### src/rtl/filter_delay_aligner.sv
// Controller/reader for the filter delay line: hides startup latency and flushes the tail so each line leaves group-delay aligned.
// Optional in_last framing check is enabled with FILTER_DELAY_ALIGNER_LAST_CHECK_EN.
module filter_delay_aligner #(
    parameter int unsigned pDataLength  = 16,
    parameter int unsigned pDelayLength = 4,
    parameter int unsigned pLineLength  = 8,
    parameter int unsigned pCountLength = 4
) (
    input  logic                   clk,
    input  logic                   clear,
    input  logic                   in_valid,
    output logic                   in_ready,
    input  logic [pDataLength-1:0] in_data,
    output logic                   fir_enable,
    output logic                   fir_clear,
    output logic [pDataLength-1:0] fir_in,
    input  logic [pDataLength-1:0] fir_out,
    output logic                   out_valid,
    input  logic                   out_ready,
    output logic [pDataLength-1:0] out_data,
`ifdef FILTER_DELAY_ALIGNER_LAST_CHECK_EN
    input  logic                   in_last,
    output logic                   err_line,
`endif
    output logic                   out_last
);

    localparam int unsigned LATENCY = pDelayLength - 1;
    localparam logic [pCountLength-1:0] FILL_END   = pCountLength'(LATENCY - 1);
    localparam logic [pCountLength-1:0] STREAM_END = pCountLength'(pLineLength - 1);
    localparam logic [pCountLength-1:0] FLUSH_END  = pCountLength'(pLineLength + LATENCY - 1);
    localparam logic [pCountLength-1:0] LAST_IDX   = pCountLength'(pLineLength - 1);

    typedef enum logic [2:0] {
        PRIME  = 3'd0,
        FILL   = 3'd1,
        STREAM = 3'd2,
        FLUSH  = 3'd3,
        DRAIN  = 3'd4
    } state_t;

    state_t                  r_state;
    logic [pCountLength-1:0] r_push_cnt;
    logic [pCountLength-1:0] r_out_cnt;
    logic                    r_out_valid;

    logic                   w_can_out;
    logic                   w_push;
    logic                   w_in_ready;
    logic [pDataLength-1:0] w_fir_in;
    logic                   w_produce;
    logic                   w_out_hs;
    logic                   w_out_last;

    // Push/accept decode; clear suppresses all handshakes in the cycle it is asserted.
    always_comb begin
        w_can_out  = !r_out_valid || out_ready;
        w_push     = 1'b0;
        w_in_ready = 1'b0;
        w_fir_in   = '0;
        if (!clear) begin
            case (r_state)
                FILL: begin
                    w_in_ready = 1'b1;
                    w_push     = in_valid;
                    w_fir_in   = in_data;
                end
                STREAM: begin
                    w_in_ready = w_can_out;
                    w_push     = in_valid && w_can_out;
                    w_fir_in   = in_data;
                end
                FLUSH: begin
                    w_push = w_can_out;
                end
                default: ;
            endcase
        end
        w_produce  = w_push && ((r_state == STREAM) || (r_state == FLUSH));
        w_out_hs   = r_out_valid && out_ready;
        w_out_last = r_out_valid && (r_out_cnt == LAST_IDX);
    end

    always_ff @(posedge clk) begin
        if (clear) begin
            r_state     <= PRIME;
            r_push_cnt  <= '0;
            r_out_cnt   <= '0;
            r_out_valid <= 1'b0;
        end else begin
            if (w_push) begin
                r_push_cnt <= r_push_cnt + pCountLength'(1);
            end
            if (w_out_hs) begin
                r_out_cnt <= r_out_cnt + pCountLength'(1);
            end
            case (r_state)
                PRIME: begin
                    r_state    <= FILL;
                    r_push_cnt <= '0;
                    r_out_cnt  <= '0;
                end
                FILL: begin
                    if (w_push && (r_push_cnt == FILL_END)) r_state <= STREAM;
                end
                STREAM: begin
                    if (w_push && (r_push_cnt == STREAM_END)) r_state <= FLUSH;
                end
                FLUSH: begin
                    if (w_push && (r_push_cnt == FLUSH_END)) r_state <= DRAIN;
                end
                DRAIN: begin
                    if (w_out_hs && w_out_last) r_state <= PRIME;
                end
                default: r_state <= PRIME;
            endcase
            // A push in the same cycle as a handshake keeps the output valid with new data.
            if (w_produce) begin
                r_out_valid <= 1'b1;
            end else if (w_out_hs) begin
                r_out_valid <= 1'b0;
            end
        end
    end

`ifdef FILTER_DELAY_ALIGNER_LAST_CHECK_EN
    logic r_err_line;
    logic w_accept;

    assign w_accept = in_valid && w_in_ready;

    // Sticky framing error: in_last must coincide exactly with the final sample of a line.
    always_ff @(posedge clk) begin
        if (clear) begin
            r_err_line <= 1'b0;
        end else if (w_accept && (in_last != (r_push_cnt == LAST_IDX))) begin
            r_err_line <= 1'b1;
        end
    end

    assign err_line = r_err_line;
`endif

    assign in_ready   = w_in_ready;
    assign fir_enable = w_push;
    assign fir_clear  = clear || (r_state == PRIME);
    assign fir_in     = w_fir_in;
    assign out_valid  = r_out_valid;
    assign out_data   = fir_out;
    assign out_last   = w_out_last;

endmodule

### config.mk
export PLATFORM = sky130hd
export DESIGN_NAME = filter_delay_aligner
export DESIGN_NICKNAME = d
export VERILOG_FILES = /design/src/rtl/filter_delay_aligner.sv
export SDC_FILE = /design/constraint.sdc
export NUM_CORES = 1
export LEC_CHECK = 0
export BUFFER_PORTS_ARGS = -buffer_cell sky130_fd_sc_hd__buf_2
export CAP_MARGIN = 5
export CORE_MARGIN = 2
export CORE_UTILIZATION = 39
export DETAILED_ROUTE_END_ITERATION = 10
export HOLD_SLACK_MARGIN = 0.12
export PLACE_DENSITY = 0.91
export SETUP_SLACK_MARGIN = 0.05
export SYNTH_ARGS = -nofsm -noshare
export SYNTH_HDL_FRONTEND = slang
export SYNTH_SLANG_ARGS = --single-unit
### constraint.sdc
create_clock -name clk -period 1.5 [get_ports clk]
set_input_delay 0.15 -clock clk [delete_from_list [all_inputs] [get_ports clk]]
set_output_delay 0.15 -clock clk [all_outputs]
set_load 0.03 [all_outputs]
== Yosys cells after proc, flatten, opt, wreduce, memory -nomap -nowiden ==
Index checks and enable logic that the tools add are counted.
Word-level totals
  flip-flop bits (word level): 12
  input port bits: 36
  output and inout bits: 37
  logic and storage cells: 48
Operators by class
  add/subtract/negate cells: 2
  equality and inequality tests: 12
  mux-type cells: 13
  reduce and logical (&&, ||, !) cells: 17
Operators with widths (number)
  2-to-1 mux 16 bit: 2
  case mux 3 bit (5 select lines): 1
  2-to-1 mux 3 bit: 4
  adder 4 x 1 -> 4 bit (second input constant): 2
  equality test 4 x 3 -> 1 bit (second input constant): 2
  logical AND 1 bit: 8
  equality test 3 x 2 -> 1 bit (second input constant): 2
  equality test 4 x 2 -> 1 bit (second input constant): 1
  equality test 4 bit (second input constant): 1
  2-to-1 mux 1 bit: 4
  != test 2 x 1 -> 1 bit (second input constant): 2
  != test 2 bit (second input constant): 2
  AND reduction 4 bit: 1
  OR reduction 2 bit: 2
  equality test 3 x 1 -> 1 bit (second input constant): 1
  equality test 3 bit (second input constant): 1
  zero test 3 bit: 1
  logical OR 1 bit: 3
  case mux 1 bit (3 select lines): 1
  case mux 1 bit (2 select lines): 1
  nonzero test 2 bit: 1
  zero test 1 bit: 1

== Logic depth before layout (Yosys ltp) ==
Gate-level depths: netlist of run 1.
  word-level depth: 8
  depth in mapped cells: 7
  depth with buffers taken out: 7

== Least setup slack after synthesis of run 1 ==
Ideal clock, no wire load.
  kind: reg2reg
  from: register r_out_valid (netlist: out_valid)
  to: register r_push_cnt[3]
  library setup time: 125 ps
  arrival: 1338 ps
  data required time: 1375 ps
  setup slack: 37 ps
  cell stages (with the launch flop): 6
  buffers on the path: 0
  clock period less this slack: 1463 ps
  cell sequence: dfxtp_1 -> nand2b_1 -> o211a_4 -> nand4_1 -> xor2_1 -> nor2_1
Between the ends
  longest elaborated chain between the ends: 5
Ends and longest elaborated chain
  from (decl): line 45  | logic r_out_valid;
  from (signal assigned): line 89  | r_out_valid <= 1'b0;
  from (signal assigned): line 119  | r_out_valid <= 1'b1;
  from (signal assigned): line 121  | r_out_valid <= 1'b0;
  zero test 1 bit *: line 57  | w_can_out = !r_out_valid || out_ready;
  logical OR 1 bit *: line 57
  logical AND 1 bit: line 70  | w_push = in_valid && w_can_out;
  case mux 1 bit (3 select lines) *: line 62  | case (r_state)
  2-to-1 mux 1 bit *: line 61  | if (!clear) begin
  named net fir_enable: line 14  | output logic fir_enable,
  to (signal assigned): line 92  | r_push_cnt <= r_push_cnt + pCountLength'(1);
  to (decl): line 43  | logic [pCountLength-1:0] r_push_cnt;
The timed path passes the listed nets; every way through them passes the cells marked *.
A chain may end at the register's enable or synchronous reset.

== Worst setup path after layout of run 1 ==
  from: register r_state[0]
  to: output port fir_in[6]
Between the ends
  longest elaborated chain between the ends: 4
  elaborated cells on any way between the ends: 5
  classes of those cells: 2 x eq/ne; 2 x mux; 1 x reduce/logical
Ends and longest elaborated chain
  from (decl): line 42  | state_t r_state;
  from (signal assigned): line 86  | r_state <= PRIME;
  from (signal assigned): line 99  | r_state <= FILL;
  from (signal assigned): line 104  | if (w_push && (r_push_cnt == FILL_END)) r_state <= STREAM;
  equality test 3 x 2 -> 1 bit / equality test 3 x 1 -> 1 bit (equally long branches): line 62
  OR reduction 2 bit (no source line) *
  2-to-1 mux 16 bit *: line 62
  2-to-1 mux 16 bit *: line 61
  to (decl): line 16  | output logic [pDataLength-1:0] fir_in,
Mark *: on every way between the ends. The rest lies on a longest branch, timed or not.

==> results.yml, run 1 <==
timing:
  rsz0062_at_grt: "true"
  slew_headroom_pct: 80.6
  finalMaxSlewViolations: 0
  setup_viol: 17
  tightest_slew_ns: 0.290
  layout_setup_ws_ns: -0.0691
  hold_viol: 0
  fmax_mhz: 637
  period_needed_ns: 1.57
  setup_tns_ns: -0.629
  finalCritPeriodShare_pct: 105
  skew_ns: 0.000545
finish:
  instances_no_fill: 181
  fillerInstances: 210
  diodes: 0
  syn2layout_area_growth_pct: 39.9
  fin_nets: 192
  drive_above_1_share_pct: 56.3
  final_cell_area_um2: 1350
synthesis:
  synth_top_cell_by_area: "dfxtp_1"
  avgSynthCellArea_um2: 8.23
  syn_area_um2: 963
  async_flop_share_pct: 0
  ys_top_cells_by_count: "19 x buf_4, 16 x and2_1, 12 x dfxtp_1, 9 x nor2_1, 6 x nand2_1"
  yosysTopAreaCellShare_pct: 24.9
  synthDistinctLibCells: 40
  synth_edf_count: 0
  yosys_warnings: 0
  ys_seq_elements: 12
  synth_area_leaders: "dfxtp_1 25%, buf_4 15%, and2_1 10%"
  yosysMostFrequentCell: "buf_4"
  synth_seq_area_share_pct: 24.9
  synth_ff_type: "dfxtp_1"
  syn_nets: 156
  syn_inst: 117
placed_design:
  portBuffers: 40
  placed_area_um2: 1080
  placed_cells: 171
  dpl.hpwl_um: 1680
  place_congestion: 0.819
floorplan:
  rows: 18
  fp.dieH_um: 53.7
  die_area_um2: 2880
  ios: 73
  die_w_um: 53.7
  core_um2: 2410
  initial_core_util_pct: 40.0
clock_network:
  numCtsBuffers: 3
  htreeDepth: 1
  worstSkewPairLatency_ns: 0.27
  cts_tree: "done"
  numClockSinks: 12
  ctsRootBufferMaster: "clkbuf_4"
  cts_buffer_depth: 2
  path_clk_slew_ns: 0.07
power_and_ir_drop:
  p_switching_mw: 0.464
  p_comb_share_pct: 53.7
  clkPwrFrac_pct: 16.5
  ir_drop_mv: 0.486
  p_leak_nw: 0.593
  p_per_area_nw_per_um2: 898
  p_int_mw: 0.746
  seqPwrFrac_pct: 29.7
  swShare_pct: 38.4
global_routing:
  grtUsageTotal_pct: 15.8
  grt_pass1_vias: 802
  grt_overflow: 0
  grt_pass1_wl_um: 3300
  grt_max_degree: 11
  antenna_found_initial: 0
setup_path:
  cp-start-kind: "flip-flop"
  end_kind: "output port"
  crit_arrival_ns: 1.42
  cp.required_ns: 1.35
  cp_max_fo: 6
  path_class: "flip-flop to output port"
drt:
  avgRoutedWirePerCell_um: 14.6
  vias: 958
  ant_nets: 0
  drc_errors: 0
  drtIter0Drc: 9
  firstDrtPassIters: 4
  wirelength_um: 2640
  vias_per_cell: 5.29
run:
  drv_cap: 0
outcome:
  violations: "negative setup slack"
  status: "complete, but fails checks"
worst_hold_path:
  min_path_type: "primary input to flip-flop"
[repair_timing]
item                                    in CTS  in global routing
resized for setup                           29                 32
endpoints found under the hold margin        0                  0
buffers inserted                             3                  4
hold buffers                                 0                  0
endpoints found under the setup margin      21                 21
gates cloned                                 0                  0
pin swaps                                    2                  4
[stage by stage]
step                util, %  power [mW]  hold slack (ns)  setup WS, ns
CTS                    50.3        1.10            0.172       -0.0694
floorplan                 -       0.765            0.313        0.0742
detailed placement     45.0       0.812            0.300       -0.0755
global placement       45.0       0.806            0.300      -0.00517
global route           55.9        1.28            0.203        -0.138
finish                 55.9        1.21            0.181       -0.0691
[layout make-up]
type / count / area [um^2] / area share (%)
multi-input combinational: 80 / 614 / 45.6
timing repair buffer: 53 / 409 / 30.4
sequential: 12 / 253 / 18.8
tap: 30 / 37.5 / 2.79
clock buffer: 3 / 22.5 / 1.67
inverter: 3 / 11.3 / 0.836
[power groups by stage]
| stage | clock [mW] | sequential (mW) | combinational [mW] |
|---|---|---|---|
| 3_5_place_dp | 0 | 0.357 | 0.454 |
| 4_1_cts | 0.207 | 0.356 | 0.539 |
| 5_1_grt | 0.223 | 0.362 | 0.693 |
| 3_3_place_gp | 0 | 0.356 | 0.450 |
| 6_report | 0.200 | 0.360 | 0.651 |
| 2_1_floorplan | 0 | 0.346 | 0.419 |
[kinds of logic after synthesis]
logic type / share of synthesized area [%]
simple gates: 31.8
flops: 24.9
xor+xnor: 5.45
buf+inv: 18.2
fa+ha+maj: 5.07
compound gates: 14.5
[critical path, stage by stage, from the launching register on]
cell and delay [ns]:
dfxtp_4 0.37, xnor2_2 0.15, nor3_4 0.16, buf_4 0.16, and2_1 0.14, buf_4 0.16
[registers in the layout (all words and copies together) (netlist names)]
signal and cells:
r_push_cnt 4, r_state 3, r_out_cnt 4, out_valid 1
[metal layers]
metal  vias up  wire (um)  global-route usage (%)  share of wire (%)
met5         -          0                       0                  0
met4         0         43                    6.84                1.6
met3         5        283                    5.00                 11
met2        57       1400                    30.3                 53
met1       447        915                    15.1                 35
li1        449          -                       -                  -
[cell usage in the layout, fill, tap and decap left out, drive strengths merged, types with 2 or more instances in the layout]
cell / count
nor2: 10
dfxtp: 12
inv: 3
o21a: 2
clkbuf: 3
a21oi: 4
o21ai: 4
a211oi: 2
and2b: 4
ha: 3
nand2: 6
buf: 53
nor3: 2
nand3: 5
and2: 16
xnor2: 2
xor2: 4
[final timing paths]
check	start	to	slack [ns]	depth (start not counted)
max	r_state[0]	fir_in[6]	-0.07	5
min	out_ready	r_out_cnt[1]	0.18	3
max reg2reg	r_state[0]	r_state[0]	-0.07	6
min reg2reg	r_out_cnt[1]	r_out_cnt[1]	0.48	2
No activity file was read; power rests on OpenSTA's default activity.
==> inputs of run 2 (changes only) <==
--- a/config.mk
+++ b/config.mk
@@ -11,7 +11,7 @@
 export CORE_UTILIZATION = 39
 export DETAILED_ROUTE_END_ITERATION = 10
 export HOLD_SLACK_MARGIN = 0.12
-export PLACE_DENSITY = 0.91
+export PLACE_DENSITY = 0.81
 export SETUP_SLACK_MARGIN = 0.05
 export SYNTH_ARGS = -nofsm -noshare
 export SYNTH_HDL_FRONTEND = slang
==> results.yml, run 2 (same netlist as run 1, synthesis figures left out) <==
outcome:
  status: "complete, but fails checks"
  violations: "negative setup slack"
setup_path:
  cp_max_fo: 4
  r2r_cells: 7
  path_class: "flip-flop to flip-flop"
  crit_arrival_ns: 1.68
  end_kind: "flip-flop"
  cp-start-kind: "flip-flop"
  rrSetupSlack_ns: -0.02
  cp.required_ns: 1.66
  reg2reg_from: "r_push_cnt[0]"
  r2r_end: "r_state[0]"
finish:
  syn2layout_area_growth_pct: 36.2
  diodes: 0
  largestRegisters: "r_out_cnt x4, r_push_cnt x4, r_state x3"
  final_cell_mix: "20 x buf_2, 19 x buf_6, 16 x and2_1"
  final_common_cell: "buf_2"
  instances_no_fill: 177
  drive_above_1_share_pct: 52.4
  fin_nets: 187
  utilization_pct: 54.5
power_and_ir_drop:
  ir_drop_mv: 0.698
  p_leak_nw: 0.561
  p_switching_mw: 0.447
  seqPwrFrac_pct: 29.4
  p_int_mw: 0.774
  swShare_pct: 36.6
  clkPwrFrac_pct: 20.9
  p_comb_share_pct: 49.6
  p_per_area_nw_per_um2: 930
floorplan:
  initial_core_util_pct: 40.0
  rows: 18
  die_area_um2: 2880
  core_um2: 2410
  ios: 73
  fp.dieH_um: 53.7
  die_w_um: 53.7
drt:
  avgRoutedWirePerCell_um: 12.5
  drtIter0Drc: 12
  drc_errors: 0
  ant_nets: 0
  firstDrtPassIters: 4
  wirelength_um: 2210
  vias_per_cell: 5.11
  vias: 905
worst_hold_path:
  hold_end: "out_valid"
  min_path_type: "primary input to flip-flop"
  worstHoldStart: "clear"
  whs_path_depth: 2
timing:
  fmax_mhz: 656
  finalCritPeriodShare_pct: 102
  period_needed_ns: 1.52
  tightest_slew_ns: 0.243
  setup_viol: 4
  finalMaxSlewViolations: 0
  hold_viol: 0
  rsz0062_at_grt: "true"
  hold_slack_ns: 0.199
  slew_headroom_pct: 83.7
  skew_ns: 0.000629
  setup_tns_ns: -0.0391
  layout_setup_ws_ns: -0.0245
clock_network:
  numCtsBuffers: 3
  hold_buffers: 0
  ctsRootBufferMaster: "clkbuf_4"
  cts_tree: "done"
  cts_buffer_depth: 2
  numClockSinks: 12
  worstSkewPairLatency_ns: 0.27
  path_clk_slew_ns: 0.08
  htreeDepth: 1
placed_design:
  dpl.hpwl_um: 1570
  place_congestion: 0.808
  portBuffers: 40
  placed_cells: 168
global_routing:
  antenna_found_initial: 0
  grtUsageTotal_pct: 15.4
  grt_pass1_wl_um: 3260
  grt_pass1_vias: 815
  grt_overflow: 0
  grt_max_degree: 17
run:
  drv_cap: 0
==> run 2: cell types whose count changed in the layout (fill, tap and decap cells not counted), moves of 2 or more <==
cell    before  now
buf_6       17   19
buf_4       15    9
and2_4       8    0
and2_1       8   16
==> run 2: per-layer routing <==
| layer | vias to the layer above | track usage [%] | routed length [um] |
|---|---|---|---|
| met1 | 418 | 14.7 | 843 |
| met3 | 2 | 3.61 | 234 |
| li1 | 441 | - | - |
| met2 | 44 | 29.3 | 1120 |
| met4 | 0 | 9.40 | 5 |
| met5 | - | 0 | 0 |
==> run 2: power groups by stage <==
stage	Combinational [mW]	Sequential (mW)	Clock (mW)
after floorplan	0.419	0.346	0
after global placement	0.406	0.368	0
after detailed placement	0.414	0.373	0
after CTS	0.578	0.359	0.262
after global routing	0.649	0.362	0.273
final	0.606	0.359	0.256
==> run 2: worst max path at each step <==
stage                        startpoint          to  slack [ns]  cells past startpoint
after floorplan              r_state[0]   fir_in[0]        0.07                      5
after global placement       r_state[0]  r_state[0]        0.05                      5
after detailed placement     r_state[0]  r_state[0]       -0.06                      5
after CTS                    r_state[1]   fir_in[0]       -0.04                      5
after global routing      r_push_cnt[0]  r_state[0]        -0.1                      7
final                     r_push_cnt[0]  r_state[0]       -0.02                      7
==> run 2: layout make-up <==
cell class,instances,area (um^2)
clock buffer,4,36.3
fill,214,1100
inverter,3,11.3
multi-input combinational,80,589
sequential,12,256
tap,30,37.5
timing repair buffer,48,382
==> run 2: through the flow <==
stage / power [mW] / setup slack [ns] / area [um^2]
after floorplan: 0.765 / 0.0742 / 965
after global placement: 0.774 / 0.0475 / 1060
after detailed placement: 0.787 / -0.0644 / 1060
after CTS: 1.20 / -0.0359 / 1270
after global routing: 1.28 / -0.0984 / 1310
final: 1.22 / -0.0245 / 1310
==> run 2: critical path, stage by stage, from the launching register on <==
cell	delay [ns]
dfxtp_4	0.36
inv_2	0.05
ha_2	0.15
and2b_4	0.17
a41oi_2	0.13
o21ai_2	0.20
o31ai_1	0.11
a32o_1	0.23
==> run 2: timing repair <==
action                     CTS  global route
resized for setup           46            14
setup endpoints to repair   22            22
setup buffers                4             1
pin swaps                    2             2
